===== src/rtl/uart_tx_arbiter.sv =====
// uart_tx_arbiter
//   Shares one UART transmitter between NUM_REQ byte sources. A round-robin
//   arbiter grants one byte at a time, latches it, pulses the transmitter
//   start and waits for its completion flag. After each byte it holds an idle
//   gap of GAP_CYCLES clocks before the next grant.
//
//   Optional feature: define UART_TX_ARB_TIMEOUT_EN to enable a WAIT_DONE
//   watchdog (TIMEOUT_CYCLES clocks) that aborts the byte and sets the sticky
//   timeout_err flag. Without the macro timeout_err is constant 0.
//
// Ports
//   clk          system clock, posedge
//   reset        asynchronous, active-high reset
//   req_valid    per-requester byte available, held until its req_ready pulse
//   req_data     requester i byte at [i*DATA_W +: DATA_W]
//   req_ready    one-hot, one-cycle accept pulse (START cycle only)
//   grant_id     index of the requester currently being served
//   tx_start     one-cycle start pulse to the transmitter
//   tx_data      latched byte to the transmitter, stable while busy
//   tx_done      transmitter completion flag (sticky, cleared by start)
//   busy         high whenever the arbiter is not idle
//   timeout_err  sticky watchdog flag
module uart_tx_arbiter #(
    parameter int unsigned NUM_REQ        = 4,
    parameter int unsigned DATA_W         = 8,
    parameter int unsigned GAP_CYCLES     = 2,
    parameter int unsigned TIMEOUT_CYCLES = 8192
) (
    input  logic                        clk,
    input  logic                        reset,
    input  logic [NUM_REQ-1:0]          req_valid,
    input  logic [NUM_REQ*DATA_W-1:0]   req_data,
    output logic [NUM_REQ-1:0]          req_ready,
    output logic [$clog2(NUM_REQ)-1:0]  grant_id,
    output logic                        tx_start,
    output logic [DATA_W-1:0]           tx_data,
    input  logic                        tx_done,
    output logic                        busy,
    output logic                        timeout_err
);

    localparam int unsigned ID_W     = $clog2(NUM_REQ);
    localparam int unsigned GAP_LAST = (GAP_CYCLES > 0) ? GAP_CYCLES - 1 : 0;
    localparam int unsigned GAP_W    = (GAP_CYCLES > 1) ? $clog2(GAP_CYCLES) : 1;

    if (NUM_REQ < 2 || TIMEOUT_CYCLES == 0) begin : g_param_check
        $error("uart_tx_arbiter: NUM_REQ must be >= 2 and TIMEOUT_CYCLES nonzero");
    end

    typedef enum logic [2:0] {
        IDLE,
        START,
        WAIT_CLR,
        WAIT_DONE,
        GAP
    } state_t;

    state_t              state;
    state_t              state_next;
    logic [ID_W-1:0]     rr_ptr;
    logic [GAP_W-1:0]    gap_cnt;
    logic [ID_W-1:0]     scan_idx;
    logic [ID_W-1:0]     pick_id;
    logic                pick_found;
    logic [DATA_W-1:0]   pick_data;
    logic                wd_expired;

    logic [NUM_REQ-1:0]  req_ready_d;
    logic                tx_start_d;
    logic                busy_d;
    logic                timeout_err_d;

    // Round-robin pick: first valid index after the last grant, wrapping.
    always_comb begin
        scan_idx   = '0;
        pick_id    = '0;
        pick_found = 1'b0;
        for (int unsigned i = 1; i <= NUM_REQ; i++) begin
            scan_idx = ID_W'((32'(rr_ptr) + i) % NUM_REQ);
            if (!pick_found && req_valid[scan_idx]) begin
                pick_id    = scan_idx;
                pick_found = 1'b1;
            end
        end
        pick_data = req_data[pick_id*DATA_W +: DATA_W];
    end

`ifdef UART_TX_ARB_TIMEOUT_EN
    localparam int unsigned WD_W = $clog2(TIMEOUT_CYCLES + 1);
    logic [WD_W-1:0] wd_cnt;

    // Counter only runs in WAIT_DONE; any other state clears it, so it
    // starts from zero on every WAIT_DONE entry.
    always_ff @(posedge clk or posedge reset) begin
        if (reset) begin
            wd_cnt <= '0;
        end else if (state == WAIT_DONE) begin
            wd_cnt <= wd_cnt + 1'b1;
        end else begin
            wd_cnt <= '0;
        end
    end

    assign wd_expired = (state == WAIT_DONE) && !tx_done &&
                        (wd_cnt == WD_W'(TIMEOUT_CYCLES - 1));
`else
    assign wd_expired = 1'b0;
`endif

    // State register
    always_ff @(posedge clk or posedge reset) begin
        if (reset) begin
            state <= IDLE;
        end else begin
            state <= state_next;
        end
    end

    // Next-state logic
    always_comb begin
        state_next = state;
        case (state)
            IDLE:      if (|req_valid) state_next = START;
            START:     state_next = WAIT_CLR;
            // tx_done is still the previous byte's sticky flag here.
            WAIT_CLR:  state_next = WAIT_DONE;
            WAIT_DONE: if (tx_done || wd_expired)
                           state_next = (GAP_CYCLES == 0) ? IDLE : GAP;
            GAP:       if (gap_cnt == GAP_W'(GAP_LAST)) state_next = IDLE;
            default:   state_next = IDLE;
        endcase
    end

    // Output logic: next values of the registered outputs, decoded from
    // state_next so the registers line up with the state they describe.
    always_comb begin
        tx_start_d  = (state_next == START);
        busy_d      = (state_next != IDLE);
        req_ready_d = '0;
        if (state_next == START) begin
            req_ready_d[pick_id] = 1'b1;
        end
`ifdef UART_TX_ARB_TIMEOUT_EN
        timeout_err_d = timeout_err;
        if (state == WAIT_DONE && tx_done) begin
            timeout_err_d = 1'b0;
        end else if (wd_expired) begin
            timeout_err_d = 1'b1;
        end
`else
        timeout_err_d = 1'b0;
`endif
    end

    // Output and datapath registers
    always_ff @(posedge clk or posedge reset) begin
        if (reset) begin
            req_ready   <= '0;
            tx_start    <= 1'b0;
            busy        <= 1'b0;
            timeout_err <= 1'b0;
            tx_data     <= '0;
            grant_id    <= '0;
            rr_ptr      <= ID_W'(NUM_REQ - 1);
            gap_cnt     <= '0;
        end else begin
            req_ready   <= req_ready_d;
            tx_start    <= tx_start_d;
            busy        <= busy_d;
            timeout_err <= timeout_err_d;
            if (state == IDLE && pick_found) begin
                tx_data  <= pick_data;
                grant_id <= pick_id;
                rr_ptr   <= pick_id;
            end
            gap_cnt <= (state == GAP) ? gap_cnt + 1'b1 : '0;
        end
    end

endmodule


===== config.mk =====
export PLATFORM = sky130hd
export DESIGN_NAME = uart_tx_arbiter
export DESIGN_NICKNAME = d
export VERILOG_FILES = /design/src/rtl/uart_tx_arbiter.sv
export SDC_FILE = /design/constraint.sdc
export NUM_CORES = 1
export LEC_CHECK = 0
export BUFFER_PORTS_ARGS = -buffer_cell sky130_fd_sc_hd__clkbuf_2
export CORE_ASPECT_RATIO = 2
export CORE_MARGIN = 3
export CORE_UTILIZATION = 40
export DETAILED_ROUTE_END_ITERATION = 16
export PLACE_DENSITY_LB_ADDON = 0.1
export SETUP_SLACK_MARGIN = 0.5
export SYNTH_ARGS = -nofsm -noshare
export SYNTH_HDL_FRONTEND = slang
export SYNTH_SLANG_ARGS = --single-unit

===== constraint.sdc =====
create_clock -name clk -period 1.6 [get_ports clk]
set_input_delay 0.16 -clock clk [delete_from_list [all_inputs] [get_ports clk]]
set_output_delay 0.16 -clock clk [all_outputs]
set_load 0.05 [all_outputs]

==> report_table.html <==
<table>
<tr><th>Metric</th><th>Value</th></tr>
<tr><th colspan="2">Status</th></tr>
<tr><td>Status</td><td>finished, violations left</td></tr>
<tr><td>Violations in the final reports</td><td>setup timing</td></tr>
<tr><th colspan="2">Detailed routing</th></tr>
<tr><td>DR pass1 iterations</td><td>4</td></tr>
<tr><td>Number of design-rule violations left by the first detailed-router iteration</td><td>9</td></tr>
<tr><td>Overall routed net length</td><td>between 3 and 4 mm</td></tr>
<tr><td>WL per Instance</td><td>between 15 and 20 um</td></tr>
<tr><td>Post-DR vias/cell</td><td>~5.3</td></tr>
<tr><td>Drt drc</td><td>0</td></tr>
<tr><td>Antenna violation net count after detailed routing</td><td>0</td></tr>
<tr><td>Overall via count from detail_route</td><td>between 1000 and 1500</td></tr>
<tr><th colspan="2">Logic synthesis</th></tr>
<tr><td>Main combinational cell family by area after synthesis</td><td>simple AND/OR/NAND/NOR gates</td></tr>
<tr><td>Warnings, synthesis</td><td>0</td></tr>
<tr><td>Mux cell area share after synthesis</td><td>15.0%</td></tr>
<tr><td>Cells taking the most area after synthesis</td><td>sky130_fd_sc_hd__dfrtp_1, sky130_fd_sc_hd__mux2i_1, sky130_fd_sc_hd__nand2_1</td></tr>
<tr><td>Post-Synth XOR/XNOR Area</td><td>0%</td></tr>
<tr><td>Area share of and/or/nand/nor cells after synthesis</td><td>about 16%</td></tr>
<tr><td>Post-synth top area cell</td><td>sky130_fd_sc_hd__dfrtp_1</td></tr>
<tr><td>Area of the mapped netlist</td><td>around 1100 sq um</td></tr>
<tr><td>Fraction of the mapped netlist area in compound gates</td><td>between 10% and 20%</td></tr>
<tr><td>Primary FF master, synth</td><td>sky130_fd_sc_hd__dfrtp_1</td></tr>
<tr><td>Synth Area in Adders</td><td>0%</td></tr>
<tr><td>Post-synthesis sequential element count</td><td>22</td></tr>
<tr><td>Top cell type's share of synthesized area</td><td>44.1%</td></tr>
<tr><td>Async S/R FF share, synth</td><td>between 90% and 100%</td></tr>
<tr><td>Net Count, Synth</td><td>142</td></tr>
<tr><td>EDFF count, synth</td><td>0</td></tr>
<tr><td>Register area share after synthesis</td><td>48.7%</td></tr>
<tr><td>Synthesized instance count</td><td>around 100</td></tr>
<tr><td>Distinct cells, synth</td><td>32</td></tr>
<tr><td>Synthesized area divided by synthesized cell count</td><td>~11 sq um</td></tr>
<tr><th colspan="2">GRT</th></tr>
<tr><td>Number of antenna violations at the first check in global routing</td><td>0</td></tr>
<tr><td>Via count of the first global-routing pass</td><td>~1100</td></tr>
<tr><td>GRT overflow</td><td>0</td></tr>
<tr><td>First-pass GRT wire length</td><td>4.93 mm</td></tr>
<tr><td>Largest net degree at the start of global routing</td><td>15</td></tr>
<tr><td>Global routing usage summed across all routing layers</td><td>18.2%</td></tr>
<tr><th colspan="2">Power</th></tr>
<tr><td>PD cells</td><td>between 2000 and 2500 nW/um^2</td></tr>
<tr><td>Leak</td><td>0.950 nW</td></tr>
<tr><td>Net Sw Frac</td><td>46.0%</td></tr>
<tr><td>Share of total power in sequential cells</td><td>approximately 24%</td></tr>
<tr><td>Fraction of power consumed by the clock network</td><td>8.6%</td></tr>
<tr><td>Peak supply drop</td><td>~1000 uV</td></tr>
<tr><td>Int Power</td><td>about 2.1 mW</td></tr>
<tr><td>Portion of total power attributed to combinational logic</td><td>about two thirds</td></tr>
<tr><td>Sw power</td><td>roughly 1.8 mW</td></tr>
<tr><th colspan="2">Die</th></tr>
<tr><td>Number of primary I/O pins</td><td>56</td></tr>
<tr><td>Die height</td><td>a little over 80 um</td></tr>
<tr><td>Die footprint</td><td>~3600 sq um</td></tr>
<tr><td>Core ar.</td><td>around 2600 sq um</td></tr>
<tr><td>Die width</td><td>between 40 and 50 um</td></tr>
<tr><td>Number of cell rows</td><td>26</td></tr>
<tr><td>Starting utilization of the core area</td><td>a little over two fifths</td></tr>
<tr><th colspan="2">Final layout</th></tr>
<tr><td>Net total in the final layout</td><td>218</td></tr>
<tr><td>Final Core Density</td><td>just over 70%</td></tr>
<tr><td>Fraction of layout instances using a drive strength above 1</td><td>slightly above 60%</td></tr>
<tr><td>Leading cell type in the layout, fill and taps excluded</td><td>sky130_fd_sc_hd__clkbuf_2</td></tr>
<tr><td># diodes</td><td>0</td></tr>
<tr><td>Synth-to-layout area growth</td><td>66.7%</td></tr>
<tr><td>Most frequent cells in the layout</td><td>sky130_fd_sc_hd__clkbuf_2, sky130_fd_sc_hd__dfrtp_1, sky130_fd_sc_hd__nand2_1, sky130_fd_sc_hd__mux2i_1</td></tr>
<tr><th colspan="2">Timing</th></tr>
<tr><td>RSZ-0062 raised after global routing</td><td>true</td></tr>
<tr><td>Final Setup Violations</td><td>7</td></tr>
<tr><td>Tightest Pin Transition</td><td>between 0.5 and 0.6 ns</td></tr>
<tr><td>Maximum frequency from static timing analysis</td><td>around 0.6 GHz</td></tr>
<tr><td>Share of the clock period used by the worst path after layout</td><td>103%</td></tr>
<tr><td>Min Clock Period, post-route</td><td>1.65 ns</td></tr>
<tr><td>Setup ws final</td><td>-0.0497 ns</td></tr>
<tr><td>Final max-slew violation count</td><td>0</td></tr>
<tr><td>Max-Slew Margin vs Limit</td><td>about two thirds</td></tr>
<tr><td>Hold violation count in the final report</td><td>0</td></tr>
<tr><td>Setup Skew</td><td>roughly 0.0033 ns</td></tr>
<tr><th colspan="2">Placed design</th></tr>
<tr><td>Half-perimeter wire length after placement</td><td>about 2.1 mm</td></tr>
<tr><td>Final weighted congestion of routability-driven global placement</td><td>between 0.7 and 0.8</td></tr>
<tr><td>Minimum setup slack after placement</td><td>-0.0321 ns</td></tr>
<tr><td>Number of I/O port buffers</td><td>54</td></tr>
<tr><th colspan="2">Flow run</th></tr>
<tr><td>Max-capacitance violation count</td><td>0</td></tr>
<tr><th colspan="2">Clock tree</th></tr>
<tr><td>Htree depth</td><td>1</td></tr>
<tr><td>CTS tree</td><td>done</td></tr>
<tr><td>Clock sink total</td><td>22</td></tr>
<tr><td>Clock edge transition at the registers on the reported setup and hold paths</td><td>around 0.07 ns</td></tr>
<tr><td>Insertion delay to the later sink of the worst-skew pair</td><td>~0.26 ns</td></tr>
<tr><td>Clock buffers created by TritonCTS</td><td>3</td></tr>
<tr><td>Maximum clock path buffer count</td><td>2</td></tr>
<tr><td>Cell at the root of the clock tree</td><td>sky130_fd_sc_hd__clkbuf_8</td></tr>
<tr><th colspan="2">Critical path</th></tr>
<tr><td>Category of the worst setup path launch point</td><td>flip-flop</td></tr>
<tr><td>Data required time of the worst path</td><td>1.74 ns</td></tr>
<tr><td>Worst Path Max Fanout</td><td>5</td></tr>
<tr><td>Arrival time at the worst endpoint</td><td>around 1.8 ns</td></tr>
<tr><td>Type of the worst setup path</td><td>reg2reg</td></tr>
<tr><td>Kind of end point of the critical path</td><td>flip-flop</td></tr>
<tr><th colspan="2">Worst hold path</th></tr>
<tr><td>Path class of the lowest-slack min-delay path</td><td>in2reg</td></tr>
</table>
synth_stat cells (all sizes together) (2+ instances only):
| cell | instances |
|---|---|
| nor3 | 2 |
| nand2 | 20 |
| o221ai | 8 |
| o21ai | 2 |
| buf | 5 |
| nor2 | 6 |
| a211oi | 2 |
| dfstp | 2 |
| o21bai | 2 |
| dfrtp | 20 |
| inv | 3 |
| mux2i | 17 |
power by group through the flow:
stage,Sequential (mW),Combinational [mW],Clock (mW)
after floorplan,1.52,0.893,0
after detailed placement,0.953,1.85,0
final,0.943,2.61,0.335
after global placement,0.949,1.83,0
after global routing,0.970,2.76,0.367
after CTS,0.940,2.33,0.341
kinds of logic (layout without fill, tap and decap cells):
logic type	Yosys count	count (layout)
buffers and inverters	9	82
AOI/OAI and AO/OA	18	18
DFF	22	22
muxes	17	17
other	1	1
and+or+nand+nor	36	37
critical path, stage by stage (launching register included):
cell and delay, ns:
sky130_fd_sc_hd__dfstp_2 0.59, sky130_fd_sc_hd__a211oi_2 0.07, sky130_fd_sc_hd__a211oi_4 0.23, sky130_fd_sc_hd__buf_4 0.17, sky130_fd_sc_hd__buf_12 0.12, sky130_fd_sc_hd__mux2i_2 0.22
sky130_fd_sc_hd__o221ai_2 0.12
routing by layer:
| layer | global-route usage (%) | share of wire, % | vias to the layer above |
|---|---|---|---|
| met4 | 4.53 | 1.2 | 0 |
| met2 | 35.1 | 61 | 33 |
| li1 | - | - | 518 |
| met5 | 0 | 0 | - |
| met3 | 1.55 | 4.8 | 4 |
| met1 | 20.5 | 33 | 533 |
area by class of cell:
class / count / area, sq um
clock buffers: 3 / 41.3
fillers: 206 / 741
inverters: 4 / 27.5
multi-input cells: 73 / 698
flip-flops and latches: 22 / 553
well taps: 28 / 35.0
repair buffers: 75 / 539
registers in the layout (all words and copies together), names as in the netlist:
signal     cells
tx_data        8
req_ready      4
state          3
grant_id       2
rr_ptr         2
busy           1
gap_cnt        1
tx_start       1
through the flow:
stage	cell area, sq um	TNS, ns	power (mW)	instances	hold WS, ns
3_3_place_gp	1510	0	2.77	186	0.189
5_1_grt	1890	-0.897	4.10	205	0.196
2_1_floorplan	1200	0	2.41	103	0.148
3_5_place_dp	1510	-0.0571	2.80	186	0.194
4_1_cts	1770	-0.0237	3.61	200	0.187
6_report	1890	-0.296	3.88	205	0.189
worst paths after layout:
check / start / endpoint / slack, ns / depth (start not counted)
max: rr_ptr[0] / tx_data[1] / -0.05 / 6
max reg2reg: rr_ptr[0] / tx_data[1] / -0.05 / 6
min in group asynchronous: reset / tx_start / 0.45 / 3
min: tx_done / state[2] / 0.19 / 3
min reg2reg: grant_id[0] / grant_id[0] / 0.47 / 2
max in group asynchronous: reset / state[0] / 0.63 / 4
what timing repair did:
action	CTS	global route
pin swaps	12	3
cloned	2	1
buffers inserted	8	4
gates resized for setup	23	16
setup endpoints to repair	18	20
hold buffers	1	0
endpoints found under the hold margin	11	0
No activity file was read; power rests on OpenSTA's default activity.
